==> config.mk <==
export PLATFORM = sky130hd
export DESIGN_NAME = mouse_click_ctl
export DESIGN_NICKNAME = d
export VERILOG_FILES = /design/src/rtl/mouse_pkg.sv /design/src/rtl/btn_debounce_fsm.sv /design/src/rtl/mouse_click_ctl.sv
export SDC_FILE = /design/constraint.sdc
export NUM_CORES = 1
export LEC_CHECK = 0
export BUFFER_PORTS_ARGS = -buffer_cell sky130_fd_sc_hd__buf_2
export CORE_MARGIN = 5
export CORE_UTILIZATION = 30
export CTS_CLUSTER_DIAMETER = 30
export DETAILED_ROUTE_END_ITERATION = 6
export PLACE_DENSITY = 0.45
export SETUP_SLACK_MARGIN = 0.3
export SKIP_CTS_REPAIR_TIMING = 1
export SLEW_MARGIN = 5
export SYNTH_ARGS = -nofsm -noshare
export SYNTH_HDL_FRONTEND = slang
export SYNTH_SLANG_ARGS = --single-unit
export TNS_END_PERCENT = 5
==> constraint.sdc <==
create_clock -name clk -period 6.1 [get_ports clk]
set_input_delay 1.22 -clock clk [delete_from_list [all_inputs] [get_ports clk]]
set_output_delay 1.22 -clock clk [all_outputs]
set_load 0.05 [all_outputs]
==> src/rtl/mouse_pkg.sv <==
// Shared types and constants for the mouse input conditioner.
package mouse_pkg;

  typedef enum logic [1:0] {
    IDLE        = 2'd0,
    DEB_PRESS   = 2'd1,
    PRESSED     = 2'd2,
    DEB_RELEASE = 2'd3
  } btn_state_t;

  localparam int unsigned SCREEN_X_MAX = 32'd1023;
  localparam int unsigned SCREEN_Y_MAX = 32'd767;

  localparam int unsigned BTN_LEFT   = 32'd0;
  localparam int unsigned BTN_RIGHT  = 32'd1;
  localparam int unsigned BTN_MIDDLE = 32'd2;

endpackage

==> src/rtl/btn_debounce_fsm.sv <==
// One button: two-flop synchroniser followed by a debounce / click / long-press FSM.
module btn_debounce_fsm
  import mouse_pkg::*;
#(
  parameter int unsigned DEBOUNCE_CYCLES   = 32'd65000,
  parameter int unsigned LONG_PRESS_CYCLES = 32'd32500000
) (
  input  logic clk,
  input  logic rst_n,
  input  logic btn_raw,
  output logic held,
  output logic click,
  output logic long_press,
  output logic press_evt
);

  localparam int unsigned DEB_W  = $clog2(DEBOUNCE_CYCLES + 32'd1);
  localparam int unsigned HOLD_W = $clog2(LONG_PRESS_CYCLES + 32'd1);
  localparam logic [DEB_W-1:0]  DEB_ONE  = DEB_W'(1);
  localparam logic [DEB_W-1:0]  DEB_TGT  = DEB_W'(DEBOUNCE_CYCLES);
  localparam logic [HOLD_W-1:0] HOLD_ONE = HOLD_W'(1);
  // Hold counting starts once debounce completes, so the long threshold is offset.
  localparam logic [HOLD_W-1:0] HOLD_TGT = HOLD_W'(LONG_PRESS_CYCLES - DEBOUNCE_CYCLES);

  logic [1:0]        sync_q, sync_d;
  logic              s;
  btn_state_t        state_q, state_d;
  logic [DEB_W-1:0]  deb_cnt_q, deb_cnt_d, deb_inc_s;
  logic [HOLD_W-1:0] hold_cnt_q, hold_cnt_d, hold_inc_s;
  logic              deb_done_s, hold_hit_s;
  logic              long_flag_q, long_flag_d;
  logic              held_q, held_d;
  logic              click_q, click_d;
  logic              long_q, long_d;

  assign s          = sync_q[1];
  assign deb_inc_s  = deb_cnt_q + DEB_ONE;
  assign deb_done_s = (deb_inc_s == DEB_TGT);
  assign hold_inc_s = hold_cnt_q + HOLD_ONE;
  assign hold_hit_s = (hold_inc_s == HOLD_TGT) && !long_flag_q;

  always_ff @(posedge clk or negedge rst_n) begin
    if (!rst_n) begin
      sync_q      <= 2'b00;
      state_q     <= IDLE;
      deb_cnt_q   <= '0;
      hold_cnt_q  <= '0;
      long_flag_q <= 1'b0;
      held_q      <= 1'b0;
      click_q     <= 1'b0;
      long_q      <= 1'b0;
    end else begin
      sync_q      <= sync_d;
      state_q     <= state_d;
      deb_cnt_q   <= deb_cnt_d;
      hold_cnt_q  <= hold_cnt_d;
      long_flag_q <= long_flag_d;
      held_q      <= held_d;
      click_q     <= click_d;
      long_q      <= long_d;
    end
  end

  always_comb begin
    sync_d      = {sync_q[0], btn_raw};
    state_d     = state_q;
    deb_cnt_d   = deb_cnt_q;
    hold_cnt_d  = hold_cnt_q;
    long_flag_d = long_flag_q;
    case (state_q)
      IDLE: begin
        if (s) begin
          state_d   = DEB_PRESS;
          deb_cnt_d = DEB_ONE;
        end else begin
          state_d = IDLE;
        end
      end
      DEB_PRESS: begin
        if (!s) begin
          state_d = IDLE;
        end else if (deb_done_s) begin
          state_d     = PRESSED;
          deb_cnt_d   = deb_inc_s;
          hold_cnt_d  = '0;
          long_flag_d = 1'b0;
        end else begin
          deb_cnt_d = deb_inc_s;
        end
      end
      // A falling s wins over the long threshold in the same cycle.
      PRESSED: begin
        if (!s) begin
          state_d   = DEB_RELEASE;
          deb_cnt_d = DEB_ONE;
        end else begin
          hold_cnt_d = (hold_cnt_q == HOLD_TGT) ? hold_cnt_q : hold_inc_s;
          if (hold_hit_s) begin
            long_flag_d = 1'b1;
          end else begin
            long_flag_d = long_flag_q;
          end
        end
      end
      DEB_RELEASE: begin
        if (s) begin
          state_d = PRESSED;
        end else if (deb_done_s) begin
          state_d   = IDLE;
          deb_cnt_d = deb_inc_s;
        end else begin
          deb_cnt_d = deb_inc_s;
        end
      end
      default: begin
        state_d = IDLE;
      end
    endcase
  end

  always_comb begin
    held_d    = held_q;
    click_d   = 1'b0;
    long_d    = 1'b0;
    press_evt = 1'b0;
    case (state_q)
      DEB_PRESS: begin
        if (s && deb_done_s) begin
          held_d    = 1'b1;
          press_evt = 1'b1;
        end else begin
          held_d = held_q;
        end
      end
      PRESSED: begin
        if (s && hold_hit_s) begin
          long_d = 1'b1;
        end else begin
          long_d = 1'b0;
        end
      end
      DEB_RELEASE: begin
        if (!s && deb_done_s) begin
          held_d  = 1'b0;
          click_d = !long_flag_q;
        end else begin
          held_d = held_q;
        end
      end
      IDLE: begin
        held_d = held_q;
      end
      default: begin
        held_d = 1'b0;
      end
    endcase
  end

  assign held       = held_q;
  assign click      = click_q;
  assign long_press = long_q;

endmodule

==> src/rtl/mouse_click_ctl.sv <==
// Mouse input conditioner: per-button debounce/click/long-press, cursor clamp
// and capture of the cursor position at each debounced press.
module mouse_click_ctl
  import mouse_pkg::*;
#(
  parameter int unsigned N_BTN             = 32'd2,
  parameter int unsigned POS_W             = 32'd12,
  parameter int unsigned X_MAX             = SCREEN_X_MAX,
  parameter int unsigned Y_MAX             = SCREEN_Y_MAX,
  parameter int unsigned DEBOUNCE_CYCLES   = 32'd65000,
  parameter int unsigned LONG_PRESS_CYCLES = 32'd32500000
) (
  input  logic             clk,
  input  logic             rst,
  input  logic [N_BTN-1:0] btn_raw,
  input  logic [POS_W-1:0] xpos_raw,
  input  logic [POS_W-1:0] ypos_raw,
  output logic [POS_W-1:0] xpos,
  output logic [POS_W-1:0] ypos,
  output logic [N_BTN-1:0] held,
  output logic [N_BTN-1:0] click,
  output logic [N_BTN-1:0] long_press,
  output logic [POS_W-1:0] press_x,
  output logic [POS_W-1:0] press_y
);

  localparam logic [POS_W-1:0] X_LIM = POS_W'(X_MAX);
  localparam logic [POS_W-1:0] Y_LIM = POS_W'(Y_MAX);

  logic [POS_W-1:0] xpos_q, xpos_d, ypos_q, ypos_d;
  logic [POS_W-1:0] press_x_q, press_x_d, press_y_q, press_y_d;
  logic [N_BTN-1:0] press_evt_s;

  for (genvar i = 0; i < N_BTN; i++) begin : g_btn
    btn_debounce_fsm #(
      .DEBOUNCE_CYCLES  (DEBOUNCE_CYCLES),
      .LONG_PRESS_CYCLES(LONG_PRESS_CYCLES)
    ) u_btn (
      .clk       (clk),
      .rst_n     (rst),
      .btn_raw   (btn_raw[i]),
      .held      (held[i]),
      .click     (click[i]),
      .long_press(long_press[i]),
      .press_evt (press_evt_s[i])
    );
  end

  always_ff @(posedge clk or negedge rst) begin
    if (!rst) begin
      xpos_q    <= '0;
      ypos_q    <= '0;
      press_x_q <= '0;
      press_y_q <= '0;
    end else begin
      xpos_q    <= xpos_d;
      ypos_q    <= ypos_d;
      press_x_q <= press_x_d;
      press_y_q <= press_y_d;
    end
  end

  // Simultaneous presses all sample the same xpos_q/ypos_q, so the lowest-index
  // winner is indistinguishable from any press at all.
  always_comb begin
    xpos_d = (xpos_raw > X_LIM) ? X_LIM : xpos_raw;
    ypos_d = (ypos_raw > Y_LIM) ? Y_LIM : ypos_raw;
    if (|press_evt_s) begin
      press_x_d = xpos_q;
      press_y_d = ypos_q;
    end else begin
      press_x_d = press_x_q;
      press_y_d = press_y_q;
    end
  end

  assign xpos    = xpos_q;
  assign ypos    = ypos_q;
  assign press_x = press_x_q;
  assign press_y = press_y_q;

endmodule
==> impl_metrics.ini, run 1 <==
[logic_synthesis]
syn-mean-instance-area_um2 = 9.22
synth_seq_cells = 146
synthTopCellsByArea = dfrtp_1 47%, o21ai_0 5.4%, nand2_1 4.7%, a31oi_1 3.7%, nor2_1 2.7%
synth_mux_area_share_pct = 4.35
synthSimpleGateAreaFrac_pct = 21.1
synthAdderAreaFrac_pct = 2.23
synth_cell_type_count = 71
ys.flop_type = dfrtp_1
synth.cell_area_mm2 = 0.00785
ys_top_cells_by_count = 146 x dfrtp_1, 98 x nand2_1, 85 x o21ai_0
synth_most_common_cell = dfrtp_1
synth_seq_area_share_pct = 46.6
syn_inst = 851
synth_top_area_share_pct = 46.6
yosysTopAreaCell = dfrtp_1
synth_compound_area_share_pct = 20.0
synth_edf_count = 0
synthXorXnorAreaFrac_pct = 1.56
synth_top_family_by_area = simple AND/OR/NAND/NOR gates
async_flop_share_pct = 100
yosys_warnings = 0

[critical_path]
worstPathRequired_ns = 6.41
cp_cell_sequence = inv_1, ha_1, inv_1, or3_1, o41ai_1, a211o_1, or3_1, o21ai_1
worstSetupEndpointType = register
crit_slowest_cell = o41ai_1
r2r-start = g_btn[0].u_btn.state_q[0]
arrival_ns = 3.97
cp-start-kind = register
cpPeakStageDelay_ns = 0.89
critical_path.startpoint = g_btn[0].u_btn.state_q[0]
crit_fanout = 21
worstSetupPathType = register to register

[routing]
drc = 0
via_count = 6564
dr.pass1.iters = 5
via_per_inst = 5.22
drtAntennaViolNets = 0
drt_iter0_markers = 405
wl_um = 20000
wire_per_inst_um = 15.9

[grt]
grt_remaining_overflow = 0
grt_max_degree = 97
antenna_found_initial = 0
grt_usage_pct = 14.3
grt_pass1_vias = 6587
grt_first_pass_wirelength_um = 34500

[sta]
setup_tns_ns = 0
fmax_mhz = 273
worstMarginPinSlew_ns = 1.03
rsz0062_at_grt = false
skew_ns = 0.0185
setup_viol = 0
min_period_ns = 3.66
slew_headroom_pct = 30.7
fin_crit_sh_pct = 60.0
layout_setup_ws_ns = 2.44
finalHoldViolations = 0
drv_slew = 0

[cts]
cts_max_path_buffers = 2
h-tree-depth = 4
cts_tree = built
cts.sinks = 146
clock-root-buffer = clkbuf_16
clk_pin_slew_ns = 0.07
clk_latency_ns = 0.43
cts_buffers = 17

[placed_design]
post-dp-hpwl_um = 13600
place.gp.congestion = 0.783
post-place-ws_ns = 2.47
post-place-cells = 1226
io_buffers = 81

[run_status]
status = complete, no violations

[job]
drv_cap = 0

[floorplanning]
die_area_mm2 = 0.0295
core_mm2 = 0.0259
die_y_um = 172
initial_core_util_pct = 30.3
io_pins = 82
die_w_um = 172
rows = 59

[pwr]
leakagePower_nw = 3.82
design_power_total_mw = 2.99
ir_drop_mv = 0.177
p_per_area_mw_per_mm2 = 328

[finish]
drive_above_1_share_pct = 15.6
fin_nets = 952
final_cell_count_no_fill = 1258
syn_to_final_growth_pct = 16.1
antenna_cells = 0

[worst_hold_path]
min_from = g_btn[0].u_btn.sync_q[0]
hold_path_class = register to register
flip-flops by register name (all words and copies together) (netlist names), named ones only:
name and cells:
g_btn.u_btn.long_press 2, g_btn.u_btn.deb_cnt_q 32, g_btn.u_btn.sync_q 4, g_btn.u_btn.held 2
g_btn.u_btn.hold_cnt_q 50, press_x 12, ypos 12, g_btn.u_btn.click 2
xpos 12, g_btn.u_btn.long_flag_q 2, g_btn.u_btn.state_q 2, press_y 12
through the flow:
step | hold WS, ns | utilization [%] | cell area, µm²
after detailed placement | 0.346 | 32.8 | 8510
after CTS | 0.360 | 35.2 | 9110
after global routing | 0.382 | 35.2 | 9110
after global placement | 0.350 | 32.8 | 8510
after floorplan | 0.331 | - | 7860
final | 0.357 | 35.2 | 9110
power breakdown:
part / switching, mW / leakage [nW] / internal, mW
combinational: 0.597 / 1.61 / 0.250
clock: 0.500 / 0.297 / 0.557
sequential: 0.0680 / 1.91 / 1.02
path summary, 6_finish.rpt:
kind,cells after the start,slack [ns],end
worst max-delay path,8,2.44,g_btn[0].u_btn.hold_cnt_q[15]
worst min-delay path,0,0.36,g_btn[0].u_btn.sync_q[1]
worst max register to register,8,2.44,g_btn[0].u_btn.hold_cnt_q[15]
worst min register to register,0,0.36,g_btn[0].u_btn.sync_q[1]
max in group asynchronous,2,3.97,g_btn[0].u_btn.deb_cnt_q[5]
min in group asynchronous,1,0.89,press_y[2]
cells by family after synthesis:
family,count (synthesis)
DFF,146
other,1
buffers and inverters,75
muxes,31
and+or+nand+nor,325
xor gates and xnor gates,14
AOI/OAI and AO/OA,245
adders and majority gates,14
layer usage:
metal | vias to the layer above | global-route usage [%] | share of wire, %
li1 | 3254 | - | -
met1 | 3200 | 19.8 | 49
met2 | 91 | 22.8 | 47
met3 | 19 | 2.76 | 2.8
met4 | 0 | 3.93 | 1.4
met5 | - | 0 | 0
area by class of cell:
class / count / area (µm²)
fillers: 2654 / 16800
multi-input cells: 633 / 3880
flip-flops and latches: 146 / 3650
repair buffers: 88 / 464
clock buffers: 17 / 425
well taps: 335 / 419
clock inverters: 15 / 179
inverters: 24 / 90.1
critical path: cells and delay by family (launching register included):
kind,cells,cell delay [ns]
AOI/OAI and AO/OA,3,1.53
and+or+nand+nor,2,0.65
DFF,1,0.44
adders and majority gates,1,0.39
buffers and inverters,2,0.52
placed cells by master (no fill, tap or decap), types with 8 or more instances in the layout:
cell type,count
a21oi_1,31
a31oi_1,47
and2_1,8
and3_1,17
buf_2,80
clkbuf_16,17
dfrtp_1,146
ha_1,14
inv_1,24
mux2_1,12
mux2_2,13
nand2_1,98
nand2b_1,15
nand3_1,40
nand4_1,14
nor2_1,56
nor3_1,15
nor4_1,10
o21ai_0,85
o31ai_1,19
o41ai_1,9
or3_1,18
xor2_1,9
(Power assumes the default switching activity.)
==> run 2, diff against run 1 <==
Clock period 6.1 ns to 3.5 ns, I/O delays scaled along.
==> run 2 against run 1 <==
Compared with the run above: power rose by 85%; clock skew fell by 0.0022 ns; die area did not move; cell count rose by 1.8%; clock power rose by 79%; combinational power rose by 110%; non-clock buffer count rose by 22.
==> impl_metrics.ini, run 2 (synthesized netlist as in run 1, its figures left out) <==
[finish]
final_common_cell = dfrtp_1
fin_nets = 975
final_cell_mix = 145 x dfrtp_1, 98 x nand2_1, 84 x o21ai_0, 80 x buf_2, 56 x nor2_1
reg_top3 = g_btn.u_btn.hold_cnt_q (50), g_btn.u_btn.deb_cnt_q (32)
largest_reg_flops = 50
final_cell_count_no_fill = 1281
top_register = g_btn.u_btn.hold_cnt_q
drive_above_1_share_pct = 18.5
final_util_pct = 36.2
final_cell_area_mm2 = 0.00939
antenna_cells = 0
nFillCells = 2684
multi_input_area_mm2 = 0.00394
syn_to_final_growth_pct = 19.7
regArea_mm2 = 0.00365

[grt]
top_usage_layer = met2
grt_max_degree = 76
grt_remaining_overflow = 0
grt_usage_pct = 14.4
grt_first_pass_wirelength_um = 34700
antenna_found_initial = 0
use_met1_pct = 19.3
grtUsageMet3_pct = 3.47
grt_pass1_vias = 6717
grt_use_met2_pct = 23.6

[critical_path]
cp_cell_sequence = ha_2, and2_4, or4_1, a211o_1, a2111o_2, nor2_2, a31oi_2, buf_6, mux2_1
crit_slowest_cell = a2111o_2
worstSetupEndpointType = register
cp-start-kind = register
cpPeakStageDelay_ns = 0.53
r2r_cells = 9
crit_fanout = 24
arrival_ns = 3.44
worstPathRequired_ns = 3.82
worstSetupPathType = register to register

[cts]
cts_max_path_buffers = 2
cts.sinks = 146
cts_buffers = 17
clock-root-buffer = clkbuf_16
clk_pin_slew_ns = 0.08
clk_latency_ns = 0.44
cts_tree = built
h-tree-depth = 4

[placed_design]
post-dp-hpwl_um = 14200
io_buffers = 81
place.gp.congestion = 0.816
post-place-ws_ns = 0.210
dpl_cell_area_mm2 = 0.00865
post-place-cells = 1243

[floorplanning]
initial_core_util_pct = 30.3
core_mm2 = 0.0259
die_y_um = 172
rows = 59
die_area_mm2 = 0.0295
die_w_um = 172
io_pins = 82

[routing]
wire_per_inst_um = 16.3
wl_um = 20900
dr.pass1.iters = 4
via_per_inst = 5.27
drt_iter0_markers = 387
via_count = 6756
drtAntennaViolNets = 0
drc = 0

[sta]
fin_crit_sh_pct = 89.3
rsz0062_at_grt = true
skew_ns = 0.0162
fmax_mhz = 320
setup_tns_ns = 0
min_period_ns = 3.13
slew_headroom_pct = 35.8
layout_setup_ws_ns = 0.373
finalHoldViolations = 0
hold_ws_ns = 0.265
drv_slew = 0
setup_viol = 0
worstMarginPinSlew_ns = 0.957

[pwr]
design_power_total_mw = 5.53
p_per_area_mw_per_mm2 = 589
leakagePower_nw = 3.96
ir_drop_mv = 0.295

[job]
drv_cap = 0

[worst_hold_path]
hold_path_class = input port to asynchronous set/reset pin

[run_status]
status = complete, no violations
run 2: cell types whose count changed in the layout (fill, tap and decap cells not counted), moves of 2 or more:
cell and delta:
buf_4 +19, clkinv_8 +4, inv_8 -4, buf_12 +2
clkinv_4 -2, o41ai_1 -2, o41ai_2 +2
run 2: critical path, delay by kind of cell (launching register included):
family	cells	cell delay, ns
simple gates	3	0.90
flops	1	0.44
compound gates	3	0.90
fa+ha+maj	1	0.22
mux	1	0.33
buf+inv	1	0.21
run 2: layout make-up:
cell class | count | share of cell area, %
Clock buffer | 17 | 4.53
Clock inverter | 15 | 2.20
Inverter | 24 | 0.959
Multi-Input combinational cell | 634 | 41.9
Sequential cell | 146 | 38.9
Tap cell | 335 | 4.46
Timing Repair Buffer | 110 | 7.01
run 2: path summary, 6_finish.rpt:
kind / start / endpoint / slack, ns
max: g_btn[0].u_btn.deb_cnt_q[0] / press_y[10] / 0.37
min: rst / press_y[2] / 0.27
max reg2reg: g_btn[0].u_btn.deb_cnt_q[0] / press_y[10] / 0.37
min reg2reg: g_btn[0].u_btn.sync_q[0] / g_btn[0].u_btn.sync_q[1] / 0.35
max in group asynchronous: rst / g_btn[0].u_btn.deb_cnt_q[5] / 2.42
min in group clk: g_btn[0].u_btn.sync_q[0] / g_btn[0].u_btn.sync_q[1] / 0.35
run 2: per-layer routing:
layer / up-vias / wire (µm)
met4: 0 / 310
met1: 3330 / 10100
met3: 23 / 726
li1: 3306 / -
met2: 97 / 9780
met5: - / 0
run 2: power breakdown:
| group | internal (mW) | total [mW] | leakage (nW) | switching [mW] |
|---|---|---|---|---|
| sequential | 1.77 | 1.90 | 1.91 | 0.123 |
| clock | 0.985 | 1.90 | 0.304 | 0.914 |
| combinational | 0.607 | 1.74 | 1.74 | 1.13 |
==> run 3, diff against run 2 <==
Settings changed: RECOVER_POWER set to 50.
==> run 3 against run 2 <==
Compared with the run above: the run now ends with max-capacitance violations, max-slew violations left; sequential cell count is the same; utilization shrank 0.068 points; critical path type unchanged; fmax shrank 0.15%; worst setup slack lost 0.0048 ns; register-to-register slack is essentially flat; sequential power is essentially flat; power shrank 0.11%.
==> impl_metrics.ini, run 3 (synthesized netlist as in run 1, its figures left out) <==
[sta]
rsz0062_at_grt = true
layout_setup_ws_ns = 0.368
worstMarginPinSlew_ns = 2.00
hold_ws_ns = 0.352
fmax_mhz = 319
setup_viol = 0
drv_slew = 75
fin_crit_sh_pct = 89.5
slew_headroom_pct = -33.7
setup_tns_ns = 0
finalHoldViolations = 0
min_period_ns = 3.13
skew_ns = 0.0159

[pwr]
swShare_pct = 39.2
p_sw_mw = 2.17
leakagePower_nw = 3.94
ir_drop_mv = 0.295
p_comb_share_pct = 31.3
seqPwrFrac_pct = 34.3
p_int_mw = 3.36
clockPowerShare_pct = 34.4
p_per_area_mw_per_mm2 = 590

[finish]
syn_to_final_growth_pct = 19.5
largest_reg_flops = 50
top_register = g_btn.u_btn.hold_cnt_q
fin_nets = 975
drive_above_1_share_pct = 18.0
nFillCells = 2690
antenna_cells = 0
reg_top3 = g_btn.u_btn.hold_cnt_q (50), g_btn.u_btn.deb_cnt_q (32)
final_common_cell = dfrtp_1
final_cell_count_no_fill = 1281
final_cell_mix = 145 x dfrtp_1, 98 x nand2_1, 84 x o21ai_0, 77 x buf_2, 56 x nor2_1
final_util_pct = 36.2

[floorplanning]
die_area_mm2 = 0.0295
rows = 59
die_w_um = 172
die_y_um = 172
io_pins = 82
initial_core_util_pct = 30.3
core_mm2 = 0.0259

[cts]
cts_max_path_buffers = 2
clock-root-buffer = clkbuf_16
clk_latency_ns = 0.44
cts_tree = built
cts.sinks = 146
cts_buffers = 17
clk_pin_slew_ns = 0.07
h-tree-depth = 4

[routing]
wl_um = 20900
wire_per_inst_um = 16.3
drt_iter0_markers = 396
drtAntennaViolNets = 0
dr.pass1.iters = 4
via_count = 6747
drc = 0
via_per_inst = 5.27

[grt]
grt_max_degree = 76
grt_first_pass_wirelength_um = 34700
grt_usage_pct = 14.4
antenna_found_initial = 0
grt_remaining_overflow = 0
grt_pass1_vias = 6717

[placed_design]
post-place-cells = 1243
io_buffers = 81
place.gp.congestion = 0.816
post-dp-hpwl_um = 14200
post-place-ws_ns = 0.210

[job]
drv_cap = 1

[critical_path]
cpPeakStageDelay_ns = 0.54
arrival_ns = 3.45
crit_fanout = 24
cp_cell_sequence = ha_2, and2_4, or4_1, a211o_1, a2111o_2, nor2_2, a31oi_2, buf_6, mux2_1
worstSetupPathType = register to register
worstSetupEndpointType = register
worstPathRequired_ns = 3.82
cp-start-kind = register
crit_slowest_cell = a2111o_2

[worst_hold_path]
hold_path_class = register to register

[run_status]
status = complete, but fails checks
violations = max-capacitance violations, max-slew violations
## run 3: final cells by class
type	count	area, µm²	area share [%]
multi-input cells	634	3940	42.0
flip-flops and latches	146	3650	39.0
repair buffers	110	641	6.83
clock buffers	17	425	4.54
well taps	335	419	4.47
clock inverters	15	206	2.20
inverters	24	90.1	0.961
## run 3: power groups by stage
stage | registers, mW | logic, mW | clock network, mW
global route | 1.92 | 1.94 | 2.03
finish | 1.90 | 1.73 | 1.90
CTS | 1.89 | 1.61 | 1.97
detailed placement | 1.93 | 1.61 | 0
floorplan | 1.92 | 1.07 | 0
global placement | 1.92 | 1.61 | 0
## run 3: metrics by stage
step	cell area, µm²	power [mW]
2_1_floorplan	7860	2.99
3_3_place_gp	8650	3.53
3_5_place_dp	8650	3.53
4_1_cts	9280	5.47
5_1_grt	9370	5.88
6_report	9370	5.53
## run 3: routing by layer
layer / share of wire [%] / vias to the layer above / track usage, %
li1: - / 3308 / -
met1: 48 / 3324 / 19.3
met2: 47 / 92 / 23.6
met3: 3.4 / 23 / 3.47
met4: 1.5 / 0 / 3.69
met5: 0 / - / 0
## run 3: worst paths after layout
check / slack [ns] / depth (start not counted) / start / end
setup / recovery: 0.37 / 9 / g_btn[0].u_btn.deb_cnt_q[0] / press_y[10]
hold / removal: 0.35 / 0 / g_btn[0].u_btn.sync_q[0] / g_btn[0].u_btn.sync_q[1]
min in group asynchronous: 0.80 / 1 / rst / press_y[2]
setup reg to reg: 0.37 / 9 / g_btn[0].u_btn.deb_cnt_q[0] / press_y[10]
hold reg to reg: 0.35 / 0 / g_btn[0].u_btn.sync_q[0] / g_btn[0].u_btn.sync_q[1]
max in group asynchronous: 0.89 / 2 / rst / g_btn[0].u_btn.deb_cnt_q[5]
## run 3: worst max-delay path: cells and delay by family, from the launching register on
family | cells | cell delay (ns)
AOI/OAI and AO/OA | 3 | 0.91
and+or+nand+nor | 3 | 0.90
DFF | 1 | 0.44
muxes | 1 | 0.33
adders and majority gates | 1 | 0.22
buffers and inverters | 1 | 0.21
